`src/rtl/wrf_dropper_pkg.sv`:
```
// Shared definitions for the fabric packet dropper: register map, control
// field offsets, drop-mode encodings and the frame FSM state type.
package wrf_dropper_pkg;

  localparam logic [2:0] ADR_CTRL     = 3'd0;
  localparam logic [2:0] ADR_PARAM    = 3'd1;
  localparam logic [2:0] ADR_PATTERN  = 3'd2;
  localparam logic [2:0] ADR_RX_CNT   = 3'd3;
  localparam logic [2:0] ADR_DROP_CNT = 3'd4;
  localparam logic [2:0] ADR_FWD_CNT  = 3'd5;

  localparam int CTRL_EN_BIT   = 0;
  localparam int CTRL_MODE_LSB = 1;
  localparam int CTRL_MODE_MSB = 3;
  localparam int CTRL_CLR_BIT  = 4;
  localparam int CTRL_ARM_BIT  = 5;

  localparam int PARAM_N_LSB = 0;
  localparam int PARAM_K_LSB = 16;

  typedef enum logic [2:0] {
    MODE_PASS     = 3'd0,
    MODE_DROP_ONE = 3'd1,
    MODE_EVERY_N  = 3'd2,
    MODE_PATTERN  = 3'd3,
    MODE_BURST    = 3'd4
  } mode_e;

  typedef enum logic [1:0] {
    ST_IDLE = 2'd0,
    ST_FWD  = 2'd1,
    ST_DROP = 2'd2
  } state_e;

endpackage

```
`src/rtl/wrf_dropper_regs.sv`:
```
// Control slave for the packet dropper: configuration registers, self-clearing
// CLR/ARM strobes and read-back of the statistics counters.
module wrf_dropper_regs
  import wrf_dropper_pkg::*;
#(
  parameter int g_pattern_len = 32
) (
  input  logic                     clk_i,
  input  logic                     rst_n_i,
  input  logic                     wb_cyc,
  input  logic                     wb_stb,
  input  logic                     wb_we,
  input  logic [2:0]               wb_adr,
  input  logic [3:0]               wb_sel,
  input  logic [31:0]              wb_dat_i,
  output logic [31:0]              wb_dat_o,
  output logic                     wb_ack,
  output logic                     wb_stall,
  input  logic [31:0]              rx_cnt_i,
  input  logic [31:0]              drop_cnt_i,
  input  logic [31:0]              fwd_cnt_i,
  output logic                     en_o,
  output logic [2:0]               mode_o,
  output logic [15:0]              n_o,
  output logic [15:0]              k_o,
  output logic [g_pattern_len-1:0] pattern_o,
  output logic                     clr_o,
  output logic                     arm_o
);

  logic                     en_q, en_d;
  logic [2:0]               mode_q, mode_d;
  logic [31:0]              param_q, param_d;
  logic [g_pattern_len-1:0] pattern_q, pattern_d;
  logic                     ack_q, ack_d;
  logic [31:0]              dat_q, dat_d;
  logic [31:0]              wmask;
  logic [31:0]              rdata;
  logic                     acc;

  always_comb begin
    acc       = wb_cyc & wb_stb;
    wmask     = {{8{wb_sel[3]}}, {8{wb_sel[2]}}, {8{wb_sel[1]}}, {8{wb_sel[0]}}};
    en_d      = en_q;
    mode_d    = mode_q;
    param_d   = param_q;
    pattern_d = pattern_q;
    clr_o     = 1'b0;
    arm_o     = 1'b0;
    // CLR/ARM act in the same cycle as the write strobe and are never stored.
    if (acc && wb_we) begin
      case (wb_adr)
        ADR_CTRL: begin
          if (wb_sel[0]) begin
            en_d   = wb_dat_i[CTRL_EN_BIT];
            mode_d = wb_dat_i[CTRL_MODE_MSB:CTRL_MODE_LSB];
            clr_o  = wb_dat_i[CTRL_CLR_BIT];
            arm_o  = wb_dat_i[CTRL_ARM_BIT];
          end
        end
        ADR_PARAM:   param_d = (param_q & ~wmask) | (wb_dat_i & wmask);
        ADR_PATTERN: pattern_d = (pattern_q & ~wmask[g_pattern_len-1:0])
                               | (wb_dat_i[g_pattern_len-1:0] & wmask[g_pattern_len-1:0]);
        default: ;
      endcase
    end

    case (wb_adr)
      ADR_CTRL:     rdata = {28'd0, mode_q, en_q};
      ADR_PARAM:    rdata = param_q;
      ADR_PATTERN:  rdata = 32'(pattern_q);
      ADR_RX_CNT:   rdata = rx_cnt_i;
      ADR_DROP_CNT: rdata = drop_cnt_i;
      ADR_FWD_CNT:  rdata = fwd_cnt_i;
      default:      rdata = 32'd0;
    endcase

    ack_d = acc;
    dat_d = acc ? rdata : dat_q;
  end

  always_ff @(posedge clk_i or negedge rst_n_i) begin
    if (!rst_n_i) begin
      en_q      <= 1'b0;
      mode_q    <= 3'd0;
      param_q   <= 32'd0;
      pattern_q <= '0;
      ack_q     <= 1'b0;
      dat_q     <= 32'd0;
    end else begin
      en_q      <= en_d;
      mode_q    <= mode_d;
      param_q   <= param_d;
      pattern_q <= pattern_d;
      ack_q     <= ack_d;
      dat_q     <= dat_d;
    end
  end

  assign wb_ack    = ack_q;
  assign wb_dat_o  = dat_q;
  assign wb_stall  = 1'b0;
  assign en_o      = en_q;
  assign mode_o    = mode_q;
  assign n_o       = param_q[PARAM_N_LSB +: 16];
  assign k_o       = param_q[PARAM_K_LSB +: 16];
  assign pattern_o = pattern_q;

endmodule

```
`src/rtl/wrf_pkt_dropper_gen.sv`:
```
// Fabric packet dropper: per-frame forward/drop decision taken when a frame
// starts, transparent forwarding or local absorption, plus statistics.
module wrf_pkt_dropper_gen
  import wrf_dropper_pkg::*;
#(
  parameter int g_data_width  = 16,
  parameter int g_adr_width   = 2,
  parameter int g_pattern_len = 32,
  parameter int g_cnt_width   = 32
) (
  input  logic                      clk_i,
  input  logic                      rst_n_i,
  input  logic                      snk_cyc,
  input  logic                      snk_stb,
  input  logic                      snk_we,
  input  logic [g_data_width/8-1:0] snk_sel,
  input  logic [g_adr_width-1:0]    snk_adr,
  input  logic [g_data_width-1:0]   snk_dat,
  output logic                      snk_ack,
  output logic                      snk_stall,
  output logic                      src_cyc,
  output logic                      src_stb,
  output logic                      src_we,
  output logic [g_data_width/8-1:0] src_sel,
  output logic [g_adr_width-1:0]    src_adr,
  output logic [g_data_width-1:0]   src_dat,
  input  logic                      src_ack,
  input  logic                      src_stall,
  input  logic                      wb_cyc,
  input  logic                      wb_stb,
  input  logic                      wb_we,
  input  logic [2:0]                wb_adr,
  input  logic [3:0]                wb_sel,
  input  logic [31:0]               wb_dat_i,
  output logic [31:0]               wb_dat_o,
  output logic                      wb_ack,
  output logic                      wb_stall
);

  localparam int PIDX_W = (g_pattern_len > 1) ? $clog2(g_pattern_len) : 1;
  localparam logic [PIDX_W-1:0]      PIDX_LAST = PIDX_W'(g_pattern_len - 1);
  localparam logic [PIDX_W-1:0]      PIDX_ONE  = PIDX_W'(1);
  localparam logic [g_cnt_width-1:0] CNT_ONE   = g_cnt_width'(1);

  logic                     en;
  logic [2:0]               mode;
  logic [15:0]              n_val, k_val;
  logic [g_pattern_len-1:0] pattern;
  logic                     clr, arm;

  state_e                   state_q, state_d;
  logic                     drop_ack_q, drop_ack_d;
  logic [g_cnt_width-1:0]   rx_cnt_q, rx_cnt_d;
  logic [g_cnt_width-1:0]   drop_cnt_q, drop_cnt_d;
  logic [g_cnt_width-1:0]   fwd_cnt_q, fwd_cnt_d;
  logic [15:0]              modn_q, modn_d;
  logic [PIDX_W-1:0]        pidx_q, pidx_d;
  logic                     armed_q, armed_d;
  logic [15:0]              burst_q, burst_d;
  logic                     drop_dec;
  logic                     frame_exit;

  wrf_dropper_regs #(
    .g_pattern_len(g_pattern_len)
  ) u_regs (
    .clk_i      (clk_i),
    .rst_n_i    (rst_n_i),
    .wb_cyc     (wb_cyc),
    .wb_stb     (wb_stb),
    .wb_we      (wb_we),
    .wb_adr     (wb_adr),
    .wb_sel     (wb_sel),
    .wb_dat_i   (wb_dat_i),
    .wb_dat_o   (wb_dat_o),
    .wb_ack     (wb_ack),
    .wb_stall   (wb_stall),
    .rx_cnt_i   (32'(rx_cnt_q)),
    .drop_cnt_i (32'(drop_cnt_q)),
    .fwd_cnt_i  (32'(fwd_cnt_q)),
    .en_o       (en),
    .mode_o     (mode),
    .n_o        (n_val),
    .k_o        (k_val),
    .pattern_o  (pattern),
    .clr_o      (clr),
    .arm_o      (arm)
  );

  // Drop decision for the frame starting now; modn_q/pidx_q are the frame
  // index reduced modulo N and modulo the pattern length.
  always_comb begin
    drop_dec = 1'b0;
    if (en) begin
      case (mode)
        MODE_DROP_ONE: drop_dec = armed_q;
        MODE_EVERY_N:  drop_dec = (n_val != 16'd0) && (modn_q == n_val - 16'd1);
        MODE_PATTERN:  drop_dec = pattern[pidx_q];
        MODE_BURST:    drop_dec = (burst_q != 16'd0);
        default:       drop_dec = 1'b0;
      endcase
    end
  end

  assign frame_exit = (state_q == ST_IDLE) && snk_cyc;

  always_comb begin
    state_d    = state_q;
    drop_ack_d = 1'b0;
    src_cyc    = 1'b0;
    src_stb    = 1'b0;
    src_we     = snk_we;
    src_sel    = snk_sel;
    src_adr    = snk_adr;
    src_dat    = snk_dat;
    snk_ack    = 1'b0;
    snk_stall  = 1'b1;
    case (state_q)
      ST_IDLE: begin
        if (snk_cyc) state_d = drop_dec ? ST_DROP : ST_FWD;
      end
      ST_FWD: begin
        src_cyc   = snk_cyc;
        src_stb   = snk_stb;
        snk_ack   = src_ack;
        snk_stall = src_stall;
        if (!snk_cyc) state_d = ST_IDLE;
      end
      ST_DROP: begin
        snk_stall  = 1'b0;
        snk_ack    = drop_ack_q;
        drop_ack_d = snk_cyc & snk_stb;
        if (!snk_cyc) state_d = ST_IDLE;
      end
      default: state_d = ST_IDLE;
    endcase
  end

  always_comb begin
    rx_cnt_d   = rx_cnt_q;
    drop_cnt_d = drop_cnt_q;
    fwd_cnt_d  = fwd_cnt_q;
    modn_d     = modn_q;
    pidx_d     = pidx_q;
    armed_d    = armed_q;
    burst_d    = burst_q;
    // CLR wins over a frame start in the same cycle; that frame goes uncounted.
    if (clr) begin
      rx_cnt_d   = '0;
      drop_cnt_d = '0;
      fwd_cnt_d  = '0;
      modn_d     = 16'd0;
      pidx_d     = '0;
    end else if (frame_exit) begin
      rx_cnt_d = rx_cnt_q + CNT_ONE;
      if (drop_dec) drop_cnt_d = drop_cnt_q + CNT_ONE;
      else          fwd_cnt_d  = fwd_cnt_q + CNT_ONE;
      if ((n_val == 16'd0) || (modn_q >= n_val - 16'd1)) modn_d = 16'd0;
      else                                               modn_d = modn_q + 16'd1;
      pidx_d = (pidx_q == PIDX_LAST) ? '0 : pidx_q + PIDX_ONE;
    end
    if (arm) begin
      armed_d = 1'b1;
      burst_d = k_val;
    end else if (frame_exit && en) begin
      if (mode == MODE_DROP_ONE) armed_d = 1'b0;
      if ((mode == MODE_BURST) && (burst_q != 16'd0)) burst_d = burst_q - 16'd1;
    end
  end

  always_ff @(posedge clk_i or negedge rst_n_i) begin
    if (!rst_n_i) begin
      state_q    <= ST_IDLE;
      drop_ack_q <= 1'b0;
      rx_cnt_q   <= '0;
      drop_cnt_q <= '0;
      fwd_cnt_q  <= '0;
      modn_q     <= 16'd0;
      pidx_q     <= '0;
      armed_q    <= 1'b0;
      burst_q    <= 16'd0;
    end else begin
      state_q    <= state_d;
      drop_ack_q <= drop_ack_d;
      rx_cnt_q   <= rx_cnt_d;
      drop_cnt_q <= drop_cnt_d;
      fwd_cnt_q  <= fwd_cnt_d;
      modn_q     <= modn_d;
      pidx_q     <= pidx_d;
      armed_q    <= armed_d;
      burst_q    <= burst_d;
    end
  end

endmodule

```
`config.mk`:
```
export PLATFORM = sky130hd
export DESIGN_NAME = wrf_pkt_dropper_gen
export DESIGN_NICKNAME = d
export VERILOG_FILES = /design/src/rtl/wrf_dropper_pkg.sv /design/src/rtl/wrf_dropper_regs.sv /design/src/rtl/wrf_pkt_dropper_gen.sv
export SDC_FILE = /design/constraint.sdc
export NUM_CORES = 1
export LEC_CHECK = 0
export ABC_AREA = 1
export ABC_CLOCK_PERIOD_IN_PS = 2710
export CORE_UTILIZATION = 34
export DETAILED_ROUTE_END_ITERATION = 8
export HOLD_SLACK_MARGIN = 0.03
export PLACE_DENSITY_LB_ADDON = 0.08
export SKIP_CTS_REPAIR_TIMING = 1
export SLEW_MARGIN = 20
export SYNTH_ARGS = -nofsm -noshare
export SYNTH_HDL_FRONTEND = slang
export SYNTH_HIERARCHICAL = 1
export SYNTH_SLANG_ARGS = --single-unit
```
`constraint.sdc`:
```
create_clock -name clk_i -period 2.71 [get_ports clk_i]
set_input_delay 0.4065 -clock clk_i [delete_from_list [all_inputs] [get_ports clk_i]]
set_output_delay 0.4065 -clock clk_i [all_outputs]
set_load 0.005 [all_outputs]
```
==> metrics.txt, run 1 <==
status finished with violations; failing checks negative setup slack; syn avg cell area 7.30 um^2; total internal power 7.96 mW; Synth cell types 56; Routed Antenna Nets 0; Max Root-Sink Buffers 3; crit path cell chain nor2_2, inv_1, nor3_2, buf_4, nand3b_1, buf_4, xnor2_2, inv_1, ha_1, nand2_1, nor2_2, nand2_2, nor2_2, nand3_1, nand2_1, nor2_2, nand2_4, nand3_4, nand2_8, clkbuf_16, nand2_1, nand2_1; H-tree levels 1; DR iter-0 viols 1,313; Slew HR 55.9%; Worst path max stage delay 0.39 ns; reg-to-reg endpoint drop_cnt_q[13]; final hold vios 0; final worst-path cycle share 116%; Clock transition at path regs 0.06 ns; Worst Path Required 3.22 ns; Syn-to-layout area delta 22.1%; Row Count 78; Root Driver clkbuf_16; largest net degree at the start of global routing 62; type of the worst setup path reg2reg; Max Cap Viol 0; CP arrival 3.66 ns; Detail Placement HPWL 39.8 mm; number of CTS-inserted buffers 30; residual DRC count 0; full die area 0.0466 mm^2; setup_tns -28.84 ns; drt total wl 53.8 mm; Net Sw Frac 34.1%; global route overflow 0; number of vias per cell 5.03; NetSw 4.12 mW; post-synth top area cell dfrtp_1; Comb pwr share 26.1%; Seq/Total Area, Yosys 38.3%; Fillers 4,723; peak supply drop 0.000583 V; io pins 128; syn nets 2,227; Inserted Diodes 0; core footprint 0.0453 mm^2; dpl ws -0.487 ns; Post-Syn Area 0.0156 mm^2; RSZ-0062 raised after global routing yes; Yosys top cell area share 38.3%; antenna violations before repair 0; Skew-Pair Late Insertion Delay 0.58 ns; via count 14,500; share of power burned in registers 37.9%; Pwr Density 636 mW/mm^2; Main synth FF type dfrtp_1; FF-to-FF path depth 22; Pre-antenna DRT Iters 5; crit path buf inv count 5; layout cells sized above 1 18.0%; Die Width 216 um; Worst Tran Pin Value 0.660 ns; R2R setup slack -0.44 ns; Cells after Synth 2,130; Worst Setup End Kind flop; first-pass GRT wire length 83.2 mm; clock power share 36.1%; cell family with most CP delay simple AND/OR/NAND/NOR gates; min Tclk post-route 3.15 ns; Placer Congestion 0.912; # setup viols final 82; CTS tree built; Die Y 216 um; starting density of the core 34.4%; Post-synth EDFFs 0; Yosys reg bits 238; CP Max Fanout 7; fmax 318 MHz; clock skew 0.0136 ns; Final Net Count 2,353; clk sink count 238; Critical Path Start Type flop; vias in the first global route 14,100; drt wl/cell 18.7 um; top cells by area, synth dfrtp_1 (38%), nand2_1 (14%), inv_1 (5.5%); max-slew violations 0; FFs w/ async S/R, synth 100%; Hold WC Path Type in2async; static leakage 8.82 nW; Max stage delay cell, worst path dfrtp_1; Synth Warn # 6; Total GRT Usage 22.8%; port bufs 84; PnR worst setup slack -0.436 ns
## cells by family (layout without fill, tap and decap cells)
group | Yosys count | count (layout) | share of synthesized area [%]
fa+ha+maj | 28 | 28 | 2.25
buf+inv | 349 | 494 | 10.4
other cells | 1 | 1 | 0.0241
compound gates | 222 | 222 | 8.37
xor+xnor | 77 | 77 | 4.34
simple gates | 1215 | 1218 | 36.3
flops | 238 | 238 | 38.3
## layer usage
| metal | global-route usage, % | share of wire (%) | vias up |
|---|---|---|---|
| met5 | 0 | 0 | - |
| met4 | 6.17 | 2.7 | 0 |
| met3 | 2.31 | 3.9 | 66 |
| met2 | 37.2 | 46 | 319 |
| met1 | 32.0 | 47 | 6963 |
| li1 | - | - | 7129 |
## synth_stat cells, types with 2 or more instances
cell and count:
a21oi_1 58, and3_1 3, buf_1 2, buf_12 3, buf_2 23, buf_4 32, buf_6 12, clkbuf_1 32
dfrtp_1 238, ha_1 28, inv_1 228, inv_2 12, inv_6 2, nand2_1 561, nand2_2 43, nand2_4 4
nand3_1 167, nand3_2 12, nand3_4 7, nand3b_1 5, nand4_1 87, nor2_1 219, nor2_2 15, nor2_4 4
nor3_1 53, nor3_2 11, nor3b_1 2, nor4_1 11, o211ai_1 9, o21a_1 3, o21ai_0 86, o21ai_1 16
o21ai_2 32, o221ai_1 2, o22ai_1 8, o31ai_1 3, or2_2 3, xnor2_1 25, xor2_1 52
## placed cells by master, fill, tap and decap left out, types with 20 or more instances in the layout
| cell type | count |
|---|---|
| a21oi_1 | 58 |
| buf_4 | 97 |
| clkbuf_16 | 35 |
| clkdlybuf4s50_1 | 81 |
| dfrtp_1 | 238 |
| ha_1 | 26 |
| inv_1 | 223 |
| nand2_1 | 528 |
| nand2_2 | 67 |
| nand3_1 | 126 |
| nand3_2 | 53 |
| nand4_1 | 87 |
| nor2_1 | 212 |
| nor2_2 | 20 |
| nor3_1 | 52 |
| o21ai_0 | 84 |
| o21ai_2 | 33 |
| xnor2_1 | 24 |
| xor2_1 | 52 |
## area by class of cell
| cell class | count | area (um^2) | area share [%] |
|---|---|---|---|
| Clock buffer | 38 | 812 | 4.27 |
| Clock inverter | 16 | 245 | 1.29 |
| Inverter | 245 | 942 | 4.96 |
| Multi-Input combinational cell | 1546 | 8440 | 44.4 |
| Sequential cell | 238 | 5960 | 31.4 |
| Tap cell | 600 | 751 | 3.95 |
| Timing Repair Buffer | 195 | 1850 | 9.73 |
## power by group through the flow
stage / sequential, mW / clock (mW) / combinational [mW]
6_report: 4.57 / 4.36 / 3.15
5_1_grt: 4.64 / 4.60 / 3.54
4_1_cts: 4.56 / 4.49 / 2.98
3_5_place_dp: 4.62 / 0 / 2.96
3_3_place_gp: 4.62 / 0 / 2.93
2_1_floorplan: 4.43 / 0 / 1.97
## worst max path at each step
stage,slack (ns),startpoint,cells past startpoint,end
final,-0.44,flop,22,drop_cnt_q[13]
after global routing,-0.71,flop,24,drop_cnt_q[10]
after CTS,-0.51,flop,21,fwd_cnt_q[1]
after detailed placement,-0.49,flop,21,fwd_cnt_q[1]
after global placement,-0.46,flop,21,drop_cnt_q[31]
after floorplan,-0.17,flop,24,fwd_cnt_q[2]
## stage by stage
step | total power, mW | hold WS (ns) | util (%) | cells | area (um^2)
finish | 12.1 | 0.356 | 42.0 | 2878 | 19000
global route | 12.8 | 0.397 | 42.0 | 2878 | 19000
CTS | 12.0 | -0.223 | 40.9 | 2861 | 18500
detailed placement | 7.58 | 0.407 | 38.6 | 2807 | 17500
global placement | 7.55 | 0.404 | 38.6 | 2807 | 17500
floorplan | 6.40 | 0.111 | - | 2130 | 15800
No activity file was read; power rests on OpenSTA's default activity.
==> inputs of run 2 (changes only) <==
--- a/config.mk
+++ b/config.mk
@@ -7,7 +7,7 @@
 export LEC_CHECK = 0
 export ABC_AREA = 1
 export ABC_CLOCK_PERIOD_IN_PS = 2710
-export CORE_UTILIZATION = 34
+export CORE_UTILIZATION = 54
 export DETAILED_ROUTE_END_ITERATION = 8
 export HOLD_SLACK_MARGIN = 0.03
 export PLACE_DENSITY_LB_ADDON = 0.08
==> metrics.txt, run 2 (synthesis results as in run 1) <==
status finished with violations; failing checks negative setup slack; full die area 0.0295 mm^2 (-37%); Row Count 61 (-22%); Top cell by count, worst path nand3_2; Final Net Count 2,330 (-0.98%); post-layout util 65.9% (+24 points); Clock transition at path regs 0.06 ns (about the same); RSZ-0062 raised after global routing yes; Skew-Pair Late Insertion Delay 0.56 ns (-0.02 ns); Max Root-Sink Buffers 3 (unchanged); Detail Placement HPWL 35.3 mm (-11%); Fin Hold WS 0.430 ns (+0.0743 ns); Hold Crit Start wb_dat_i[19]; Crit path depth 23 (+4.5%); grt peak-use layer met2; reg-to-reg endpoint fwd_cnt_q[30]; Worst path max stage delay 0.40 ns (about the same); dpl ws -0.497 ns (-0.0103 ns); min Tclk post-route 3.21 ns (+0.0680 ns); Critical Path Start Type flop; drt wl/cell 18.3 um (-2.0%); type of the worst setup path reg2reg; via count 14,800 (+1.9%); CTS tree built; Die Width 172 um (-20%); max-slew violations 0 (unchanged); Hold WC Path Type in2reg; Total GRT Usage 32.6% (+9.8 points); Max Cap Viol 0 (unchanged); GR Util met2 52.1% (+15 points); setup_tns -32.15 ns (-3.31 ns); io pins 128 (unchanged); port bufs 84 (unchanged); routing usage on met1 45.4% (+13 points); Fillers 2,510 (-47%); final worst-path cycle share 119% (+2.5 points); clock skew 0.00775 ns (-0.00588 ns); CP Max Fanout 7 (unchanged); CP arrival 3.66 ns (about the same); DR iter-0 viols 1,391 (+5.9%); vias in the first global route 13,700 (-3.1%); largest net degree at the start of global routing 87 (+40%); Routed Antenna Nets 0 (unchanged); H-tree levels 1 (unchanged); Slew HR 51.7% (-4.2 points); final hold vios 0 (unchanged); Worst Setup End Kind flop; crit path buf inv count 6 (+1); Die Y 172 um (-20%); Root Driver clkbuf_16; fmax 311 MHz (-2.1%); layout cells sized above 1 17.0% (-1.0 points); drt total wl 48.2 mm (-10%); number of CTS-inserted buffers 28 (-6.7%); crit path cell chain buf_6, nor2_4, nand3_2, nor3_2, buf_4, nand3b_1, buf_4, xnor2_2, inv_1, ha_4, nand2_1, nor2_2, nand2_2, nor2_4, nand3_2, nand2_2, nor2_2, nand2_4, nand3_4, buf_12, clkbuf_16, nand3_2, nand2_1; Seq. cell area 0.00596 mm^2 (unchanged); clk sink count 238 (unchanged); most frequent cells in the layout nand2_1 (550), dfrtp_1 (238), inv_1 (223); PnR worst setup slack -0.504 ns (-0.0680 ns); Placer Congestion 0.973 (+6.6%); # setup viols final 82 (unchanged); peak supply drop 0.000585 V (+0.40%); FF-to-FF path depth 23 (+4.5%); Pwr Density 637 mW/mm^2 (+0.21%); residual DRC count 0 (unchanged); starting density of the core 55.4% (+21 points); Worst Path Required 3.16 ns (-0.06 ns); WHS Path Cells 3; global route overflow 0 (unchanged); static leakage 8.66 nW (-1.8%); Worst Tran Pin Value 0.725 ns (+0.0648 ns); cell family with most CP delay simple AND/OR/NAND/NOR gates; Pre-antenna DRT Iters 5 (unchanged); Max stage delay cell, worst path dfrtp_1; commonest non-fill, non-tap cell in the layout nand2_1; antenna violations before repair 0 (unchanged); met3 Use GR 4.60% (+2.3 points); R2R setup slack -0.50 ns (-0.07 ns); first-pass GRT wire length 74.4 mm (-11%); area occupied by multi-input gates 0.00848 mm^2 (+0.43%); Syn-to-layout area delta 19.1%; core footprint 0.0281 mm^2 (-38%); number of vias per cell 5.60 (+11%)
## run 2: how the worst max path moves through the flow
stage                                to  startpoint  slack (ns)
final                     fwd_cnt_q[30]        flop       -0.50
after global routing      fwd_cnt_q[28]        flop       -0.64
after CTS                  fwd_cnt_q[1]        flop       -0.52
after detailed placement   fwd_cnt_q[1]        flop       -0.50
after global placement     fwd_cnt_q[1]        flop       -0.43
after floorplan            fwd_cnt_q[2]        flop       -0.17
## run 2: worst reg2reg max path, cell delays in order, from the launching register on
cell       delay, ns
dfrtp_1         0.40
buf_6           0.14
nor2_4          0.07
nand3_2         0.09
nor3_2          0.22
buf_4           0.16
nand3b_1        0.12
buf_4           0.17
xnor2_2         0.11
inv_1           0.08
ha_4            0.27
nand2_1         0.06
nor2_2          0.11
nand2_2         0.09
nor2_4          0.14
nand3_2         0.08
nand2_2         0.08
nor2_2          0.04
nand2_4         0.13
nand3_4         0.09
buf_12          0.19
clkbuf_16       0.17
nand3_2         0.06
nand2_1         0.05
## run 2: per-stage QoR
stage	std cells	cell area [um^2]	total power, mW
finish	2634	18500	11.8
global route	2633	18500	12.4
CTS	2622	18100	11.6
detailed placement	2570	17100	7.45
global placement	2570	17100	7.37
floorplan	2130	15800	6.40
## run 2: final cells by class
type | instances | share of cell area (%)
clock inverter | 14 | 1.07
sequential | 238 | 32.2
inverter | 245 | 5.09
clock buffer | 38 | 4.32
multi-input combinational | 1546 | 45.8
antenna | 1 | 0.0135
timing repair buffer | 174 | 9.03
tap | 378 | 2.55
## run 2: per-layer routing
metal	part of all wire, %	vias up
li1	-	7095
met1	43	6998
met2	46	564
met3	7.5	95
met4	3.3	0
met5	0	-
## run 2: power breakdown
| group | switching, mW | internal [mW] | leakage [nW] |
|---|---|---|---|
| registers | 0.541 | 4.00 | 3.14 |
| logic | 1.91 | 1.26 | 5.03 |
| clock network | 1.56 | 2.53 | 0.494 |
| total | 4.01 | 7.80 | 8.66 |
==> RTL change, RTL diff (settings of run 2) <==
Change the parameter `g_adr_width` from 2 to 4.
--- a/src/rtl/wrf_pkt_dropper_gen.sv
+++ b/src/rtl/wrf_pkt_dropper_gen.sv
@@ -5,5 +5,5 @@
 #(
   parameter int g_data_width  = 16,
-  parameter int g_adr_width   = 2,
+  parameter int g_adr_width   = 4,
   parameter int g_pattern_len = 32,
   parameter int g_cnt_width   = 32
Interface: changed (resized snk_adr and src_adr); port bits go from 128 to 132. The function was not compared with the original's and may differ.
==> RTL change against run 2 <==
The run still ends with setup timing left. Area after synthesis about the same. Sequential cell count unchanged. Power decreased by 0.84%. Sequential power increased by 1%. Worst setup slack improved by 0.053 ns. Synthesized cell count about the same. Clock skew increased by 0.0022 ns. Die area about the same. Non-clock buffer count decreased by 2. Count of clock-buffer cells in the layout increased by 3. Cell area increased by 0.18%. Wire length increased by 1.6%. Clock power decreased by 3%. Critical path type unchanged. Critical endpoint is now drop_cnt_q[17]. Largest cell class unchanged. Highest routed layer unchanged.
==> RTL change: results (changes against run 2) <==
Run status
  – Status: complete, but fails checks
  – Failing checks: setup timing

Layout
  – Layout fillers: 2,515 (+0.20%)
  – Clk_buf instances: 41 (+7.9%)
  – Area Overhead vs Synth: 19.2% (about the same)
  – Clock-cell share of area: 0.0519 (-0.00192)
  – Number of non-clock buffers in the layout: 172 (-1.1%)
  – Register fraction of the total cell area: 0.321 (-0.000563)

Synthesis
  – Xor/xnor share of the synthesized area: 0.0433 (about the same)
  – Register area share after synthesis: 0.383 (about the same)
  – Synth Area in Adders: 0.0225 (about the same)
  – Area contributors post-synth: dfrtp_1 (38%), nand2_1 (14%), inv_1 (5.5%)
  – Post-synthesis compound-gate area fraction: 0.0837 (about the same)
  – Yosys top cell area share: 0.383 (about the same)
  – Gate Count Post-Synth: 2,132 (+0.094%)

Power and ir drop
  – Max IR drop VDD: 0.450 mV (-23%)
  – Seq group: 4.60 mW (+1%)
  – Pint: 7.68 mW (-1.4%)
  – Leakage: 8.68 nW (+0.21%)
  – Total power: 11.7 mW (-0.84%)

Placement
  – Routability cong.: 0.953 (-2.0%)
  – Place WS: -0.473 ns (+0.0244 ns)
  – Area post-placement: 17,100 um^2 (-0.16%)

Worst setup path
  – Arrival time at the worst endpoint: 3.65 ns (about the same)
  – Critical Path Max Stage Delay: 0.38 ns (-0.02 ns)
  – Crit-path max FO: 8 (+1)

Drt
  – DR WL met3: 3760 um (+4.5%)
  – Met1 Wirelength: 21,000 um (+0.19%)
  – Drt pass-1 iters: 7 (+2)
  – Initial DRC count: 1,277 (-8.2%)
  – Met2 routed WL: 22,700 um (+2.5%)
  – Via count: 14,800 (+0.60%)

Global route
  – Largest net degree at the start of global routing: 66 (-24%)
  – Total GRT Usage: 0.326 (-0.000563)
  – GR Layer Usage met1: 0.451 (-0.00338)
  – M3 GR Usage: 0.0442 (-0.00184)

Timing
  – # setup viols final: 81 (-1.2%)
  – Clock skew: 0.00996 ns (+0.00221 ns)
  – Setup TNS: -28.70 ns (+3.45 ns)
  – Final worst slack: -0.452 ns (+0.0527 ns)

Floorplanning
  – DIE WIDTH: 172 um (about the same)
## RTL change: path summary, 6_finish.rpt
| path | cells after the start | from | endpoint | slack [ns] |
|---|---|---|---|---|
| max | 23 | flop | drop_cnt_q[17] | -0.45 |
| min | 4 | wb_adr[0] | u_regs/mode_o[1] | 0.38 |
| max reg2reg | 23 | flop | drop_cnt_q[17] | -0.45 |
| min reg2reg | 2 | u_regs/wb_dat_o[10] | u_regs/wb_dat_o[10] | 0.48 |
| max in group asynchronous | 3 | rst_n_i | drop_cnt_q[28] | 1.52 |
| min in group asynchronous | 2 | rst_n_i | modn_q[6] | 0.41 |
## RTL change: tightest hold or removal path, stage by stage
cell,delay (ns)
buf_2,0.16
nor2_4,0.07
nand3_4,0.15
o21ai_0,0.09
